===== src/rtl/tb_pkg.sv =====
// Shared definitions for the execute stage: opcodes, writeback entry, core state.
package tb_pkg;

    localparam logic [3:0] NOP   = 4'h0;
    localparam logic [3:0] PLUS  = 4'h1;
    localparam logic [3:0] MINUS = 4'h2;
    localparam logic [3:0] RIGHT = 4'h3;
    localparam logic [3:0] LEFT  = 4'h4;
    localparam logic [3:0] BRZ   = 4'h5;
    localparam logic [3:0] HALT  = 4'hF;

    typedef struct packed {
        logic [15:0] tag;
        logic [15:0] val;
    } wb_entry_t;

    typedef enum logic [0:0] {RUN, HALTED} state_t;

endpackage


===== src/rtl/execute_wb_fifo.sv =====
// Writeback FIFO with a combinational youngest-match lookup used for operand forwarding.
module wb_fifo
    import tb_pkg::*;
#(
    parameter int unsigned DEPTH = 2
) (
    input  logic                     clk,
    input  logic                     rst,
    input  logic                     push,
    input  wb_entry_t                push_data,
    input  logic                     pop,
    output wb_entry_t                head,
    output logic [$clog2(DEPTH):0]   count,
    input  logic [15:0]              lookup_tag,
    output logic                     lookup_hit,
    output logic [15:0]              lookup_val
);

    localparam int unsigned AW = $clog2(DEPTH);
    localparam int unsigned CW = AW + 1;

    wb_entry_t         mem_q [DEPTH];
    logic [AW-1:0]     rd_ptr_q;
    logic [AW-1:0]     wr_ptr_q;
    logic [CW-1:0]     count_q;
    logic [AW-1:0]     idx;

    // Pointer and occupancy bookkeeping; pointers wrap naturally (DEPTH is a power of two).
    always_ff @(posedge clk) begin
        if (rst) begin
            rd_ptr_q <= '0;
            wr_ptr_q <= '0;
            count_q  <= '0;
        end else begin
            if (push) wr_ptr_q <= wr_ptr_q + 1'b1;
            if (pop)  rd_ptr_q <= rd_ptr_q + 1'b1;
            unique case ({push, pop})
                2'b10:   count_q <= count_q + 1'b1;
                2'b01:   count_q <= count_q - 1'b1;
                default: count_q <= count_q;
            endcase
        end
    end

    // Entry storage; contents are only observed while counted as valid.
    always_ff @(posedge clk) begin
        if (push) mem_q[wr_ptr_q] <= push_data;
    end

    // Head is zeroed when empty so reset leaves wb_tag/wb_val at zero.
    always_comb begin
        head = (count_q != '0) ? mem_q[rd_ptr_q] : '0;
    end

    // Scan oldest to youngest so the youngest matching entry wins.
    always_comb begin
        lookup_hit = 1'b0;
        lookup_val = '0;
        idx        = rd_ptr_q;
        for (int unsigned i = 0; i < DEPTH; i++) begin
            idx = rd_ptr_q + AW'(i);
            if (CW'(i) < count_q && mem_q[idx].tag == lookup_tag) begin
                lookup_hit = 1'b1;
                lookup_val = mem_q[idx].val;
            end
        end
    end

    assign count = count_q;

endmodule


===== src/rtl/execute.sv =====
// Execute/retire stage: applies cell ops via a forwarding writeback buffer,
// moves the pointer, resolves branches and halts the core.
module execute
    import tb_pkg::*;
#(
    parameter int unsigned NCORES   = 4,
    parameter int unsigned CORE_ID  = 0,
    parameter int unsigned WB_DEPTH = 2
) (
    input  logic                        clk,
    input  logic                        rst,
    input  logic                        in_valid,
    input  logic [15:0]                 ins,
    input  logic [15:0]                 ptr,
    input  logic [15:0]                 val,
    input  logic                        stall,
    output logic                        in_ready,
    output logic                        wb_req,
    output logic [$clog2(NCORES)-1:0]   wb_core,
    output logic [15:0]                 wb_tag,
    output logic [15:0]                 wb_val,
    input  logic                        wb_gnt,
    output logic                        redirect_valid,
    output logic [11:0]                 redirect_pc,
    output logic [15:0]                 ptr_out,
    output logic                        retire,
    output logic                        halted
);

    localparam int unsigned CIDW = $clog2(NCORES);
    localparam int unsigned CNTW = $clog2(WB_DEPTH) + 1;

    state_t          state_q, state_d;
    logic [15:0]     ptr_out_q;
    logic            retire_q;
    logic            redirect_valid_q;
    logic [11:0]     redirect_pc_q;

    logic [3:0]      opcode;
    logic            accept;
    logic            push;
    logic            pop;
    wb_entry_t       push_data;
    wb_entry_t       head;
    logic [CNTW-1:0] count;
    logic            fwd_hit;
    logic [15:0]     fwd_val;
    logic [15:0]     eval;

    wb_fifo #(
        .DEPTH (WB_DEPTH)
    ) u_wb_fifo (
        .clk        (clk),
        .rst        (rst),
        .push       (push),
        .push_data  (push_data),
        .pop        (pop),
        .head       (head),
        .count      (count),
        .lookup_tag (ptr),
        .lookup_hit (fwd_hit),
        .lookup_val (fwd_val)
    );

    // Accept/forward/push decode; ready deliberately ignores same-cycle pops.
    always_comb begin
        opcode    = ins[15:12];
        in_ready  = !rst && (state_q == RUN) && (count < CNTW'(WB_DEPTH));
        accept    = in_valid && !stall && in_ready;
        eval      = fwd_hit ? fwd_val : val;
        push      = accept && (opcode == PLUS || opcode == MINUS);
        push_data = '{tag: ptr, val: (opcode == PLUS) ? eval + 16'd1 : eval - 16'd1};
        pop       = (count != '0) && wb_gnt;
    end

    // Next-state: HALTED is sticky until reset.
    always_comb begin
        state_d = state_q;
        if (accept && opcode == HALT) state_d = HALTED;
    end

    // Architectural registers and one-cycle retire/redirect pulses.
    always_ff @(posedge clk) begin
        if (rst) begin
            state_q          <= RUN;
            ptr_out_q        <= '0;
            retire_q         <= 1'b0;
            redirect_valid_q <= 1'b0;
            redirect_pc_q    <= '0;
        end else begin
            state_q          <= state_d;
            retire_q         <= accept;
            redirect_valid_q <= accept && (opcode == BRZ) && (eval == 16'd0);
            if (accept && opcode == BRZ && eval == 16'd0) redirect_pc_q <= ins[11:0];
            if (accept && opcode == RIGHT) ptr_out_q <= ptr_out_q + 16'd1;
            if (accept && opcode == LEFT)  ptr_out_q <= ptr_out_q - 16'd1;
        end
    end

    assign wb_req         = (count != '0);
    assign wb_core        = CIDW'(CORE_ID);
    assign wb_tag         = head.tag;
    assign wb_val         = head.val;
    assign redirect_valid = redirect_valid_q;
    assign redirect_pc    = redirect_pc_q;
    assign ptr_out        = ptr_out_q;
    assign retire         = retire_q;
    assign halted         = (state_q == HALTED);

endmodule


===== config.mk =====
export PLATFORM = sky130hd
export DESIGN_NAME = execute
export DESIGN_NICKNAME = d
export VERILOG_FILES = /design/src/rtl/tb_pkg.sv /design/src/rtl/execute_wb_fifo.sv /design/src/rtl/execute.sv
export SDC_FILE = /design/constraint.sdc
export NUM_CORES = 1
export LEC_CHECK = 0
export ABC_AREA = 1
export BUFFER_PORTS_ARGS = -buffer_cell sky130_fd_sc_hd__clkbuf_2
export CORE_AREA = 10 10 122 124
export DETAILED_ROUTE_END_ITERATION = 7
export DIE_AREA = 0 0 132 134
export PLACE_DENSITY_LB_ADDON = 0.12
export SYNTH_ARGS = -nofsm -noshare
export SYNTH_HDL_FRONTEND = slang
export SYNTH_HIERARCHICAL = 1
export SYNTH_SLANG_ARGS = --single-unit

===== constraint.sdc =====
create_clock -name clk -period 9.46 [get_ports clk]
set_clock_uncertainty 0.1 [all_clocks]
set_input_delay 1.419 -clock clk [delete_from_list [all_inputs] [get_ports clk]]
set_output_delay 1.419 -clock clk [all_outputs]
set_load 0.005 [all_outputs]

==> flow_summary.json <==
{
  "grt_pass1_wl_um": 31600,
  "nNetsFinal": 1317,
  "yosys.area.top_type": "edfxtp_1",
  "synth_cells": 1135,
  "rows": 41,
  "cts_tree": "done",
  "syn-cell-area_um2": 7650,
  "p_sw_mw": 0.408,
  "yosys_warnings": 6,
  "ys_top_cells_by_area": "edfxtp_1 25%, nand2_1 17%, dfxtp_1 9.4%",
  "r2r_cells": 20,
  "cts_buffer_depth": 2,
  "leakagePower_nw": 4.38,
  "cts_setup_buffers": 0,
  "num_vias": 7136,
  "relSlewSlack_pct": 30.0,
  "ant_nets": 0,
  "max_slew.worst_pin.slew_ps": 1050,
  "peakVddDrop_uv": 106,
  "critPathArrivalTime_ps": 4970,
  "total_power_mw": 1.22,
  "synth_ff_type": "edfxtp_1",
  "cts_root_buffer": "clkbuf_16",
  "grt_max_degree": 62,
  "die_w_um": 132,
  "synth_seq_cells": 100,
  "start_kind": "flip-flop",
  "nFillCells": 1139,
  "maxSlewViolCount": 0,
  "initial_core_util_pct": 61.4,
  "min_period_ps": 4960,
  "max_cap_violations": 0,
  "first_pass_iters": 6,
  "critPathMaxFanout": 47,
  "r2r_setup_slack_ps": 4500,
  "diodes": 0,
  "h-tree-depth": 3,
  "die_h_um": 134,
  "cts.sinks": 100,
  "setup_viol": 0,
  "hold_viol_final": 0,
  "wl_um": 18900,
  "p_seq_share_pct": 40.9,
  "min_from": "redirect_pc[6]$_SDFFE_PP0P_",
  "dp_hpwl_um": 14300,
  "drtIter0Drc": 569,
  "core_area_um2": 12500,
  "cts_resized": 0,
  "synth_edf_count": 64,
  "post_drt_wl_per_cell_um": 13.4,
  "internal_power_mw": 0.815,
  "postLayoutCoreUtil_pct": 68.7,
  "cts_inserted_buffers": 9,
  "grt_overflow": 0,
  "switching_share_pct": 33.4,
  "period_share_pct": 52.4,
  "synth_commonest_cells": "356 x nand2_1, 184 x inv_1, 114 x nor2_1",
  "end_kind": "flip-flop",
  "antenna_found_initial": 0,
  "gp_congestion": 0.936,
  "outcome": "completed",
  "fin_setup_tns_ps": 0,
  "io-pin-count": 120,
  "grt_usage_pct": 21.3,
  "cp.required_ps": 9470,
  "fin_hold_ws_ps": 387,
  "synth_top_area_share_pct": 25.1,
  "via_per_inst": 5.07,
  "first_global_vias": 6615,
  "layout-drive-gt1-share_pct": 16.0,
  "min_path_cells": 2,
  "reg2reg_to": "u_wb_fifo/mem_q[0][10]$_DFFE_PP_",
  "clk_pin_slew_ps": 70,
  "clock.fmax_mhz": 202,
  "rsz0062_at_grt": "no",
  "ys_types": 37,
  "p_clk_share_pct": 31.9,
  "ys_seq_area_share_pct": 34.5,
  "synthToLayoutAreaGrowth_pct": 11.8,
  "yosysMostFrequentCell": "nand2_1",
  "dieArea_um2": 17700,
  "portBuffers": 117,
  "hold_class": "reg2reg",
  "holdPathEnd": "redirect_pc[6]$_SDFFE_PP0P_",
  "async_flop_share_pct": 0,
  "setup.worst_path.class": "reg2reg",
  "avgSynthCellArea_um2": 6.74,
  "power_density_nw_per_um2": 143,
  "r2r_start": "u_wb_fifo/rd_ptr_q$_SDFFE_PP0P_",
  "insertion_delay_ps": 360,
  "p_comb_share_pct": 27.2,
  "postCtsHoldBufs": 0,
  "drc": 0
}
[worst max-delay path, stage by stage (launching register included)]
cell	delay, ps
dfxtp_1	550
buf_4	460
inv_2	220
nand2_1	130
nand2_1	50
nand2_1	50
nand2_1	50
nor2_1	120
nand2_1	110
nor2_4	350
nand3_4	310
o21ai_2	130
buf_4	340
o21ai_2	190
fa_1	490
o21ai_0	420
nand2_1	130
a21oi_1	210
nand2_1	100
nand3_1	80
nand2_1	70
[layer usage]
layer	up-vias	routed length (µm)	track usage [%]
met5	-	0	0
met4	0	286	5.81
met3	22	1520	6.57
met2	223	8320	33.4
met1	3134	8750	27.9
li1	3757	-	-
[through the flow]
| step | worst slack, ps | instance area (µm²) | std cells |
|---|---|---|---|
| after CTS | 4540 | 8560 | 1408 |
| after detailed placement | 4360 | 8250 | 1392 |
| after global placement | 4450 | 8250 | 1392 |
| after floorplan | 5160 | 7660 | 1136 |
| final | 4500 | 8560 | 1408 |
| after global routing | 4150 | 8560 | 1408 |
[flip-flops by register name, indices dropped and copies added (netlist names), 2 cells and up, named ones only]
register	flops
u_wb_fifo/mem_q	64
ptr_out	16
redirect_pc	12
u_wb_fifo/count	2
[kinds of logic after synthesis]
| family | count (synthesis) | share of synthesized area (%) |
|---|---|---|
| compound gates | 122 | 8.88 |
| simple gates | 621 | 35.5 |
| xor+xnor | 21 | 2.40 |
| flops | 100 | 34.5 |
| other cells | 1 | 0.0490 |
| buf+inv | 237 | 13.1 |
| fa+ha+maj | 33 | 5.59 |
[final cells by class]
cell class,instances,area (µm²),share of cell area (%)
multi-input cells,799,4020,47.0
well taps,172,215,2.51
repair buffers,122,623,7.28
clock buffers,12,256,3.00
flip-flops and latches,100,2640,30.9
clock inverters,4,55.1,0.643
inverters,199,747,8.73
[worst max path at each step]
stage	to	slack, ps	start	cells past startpoint
3_3_place_gp	u_wb_fifo/mem_q[0][8]$_DFFE_PP_	4450	ptr[8]	17
6_report	u_wb_fifo/mem_q[0][10]$_DFFE_PP_	4500	u_wb_fifo/rd_ptr_q$_SDFFE_PP0P_	20
5_1_grt	u_wb_fifo/mem_q[1][11]$_DFFE_PP_	4150	u_wb_fifo/rd_ptr_q$_SDFFE_PP0P_	22
2_1_floorplan	u_wb_fifo/mem_q[0][8]$_DFFE_PP_	5160	ptr[1]	19
3_5_place_dp	u_wb_fifo/mem_q[0][10]$_DFFE_PP_	4360	ptr[8]	17
4_1_cts	u_wb_fifo/mem_q[1][10]$_DFFE_PP_	4540	u_wb_fifo/rd_ptr_q$_SDFFE_PP0P_	20
[power by group through the flow]
stage	Combinational (mW)	Sequential, mW	Clock (mW)
floorplan	0.249	0.489	0
global route	0.378	0.503	0.412
CTS	0.333	0.499	0.399
finish	0.333	0.500	0.390
global placement	0.328	0.509	0
detailed placement	0.332	0.509	0
[cells in the final DEF (no fill, tap or decap), drive strengths merged, types with 5 or more instances in the layout]
cell	count
dfxtp	36
o21ai	63
xor2	15
buf	5
nand3	90
nand4	19
ha	31
o21a	6
inv	200
clkbuf	129
edfxtp	64
nor2	134
nor3	10
xnor2	6
nand2	361
o211ai	10
a21oi	37
(Power assumes the default switching activity.)
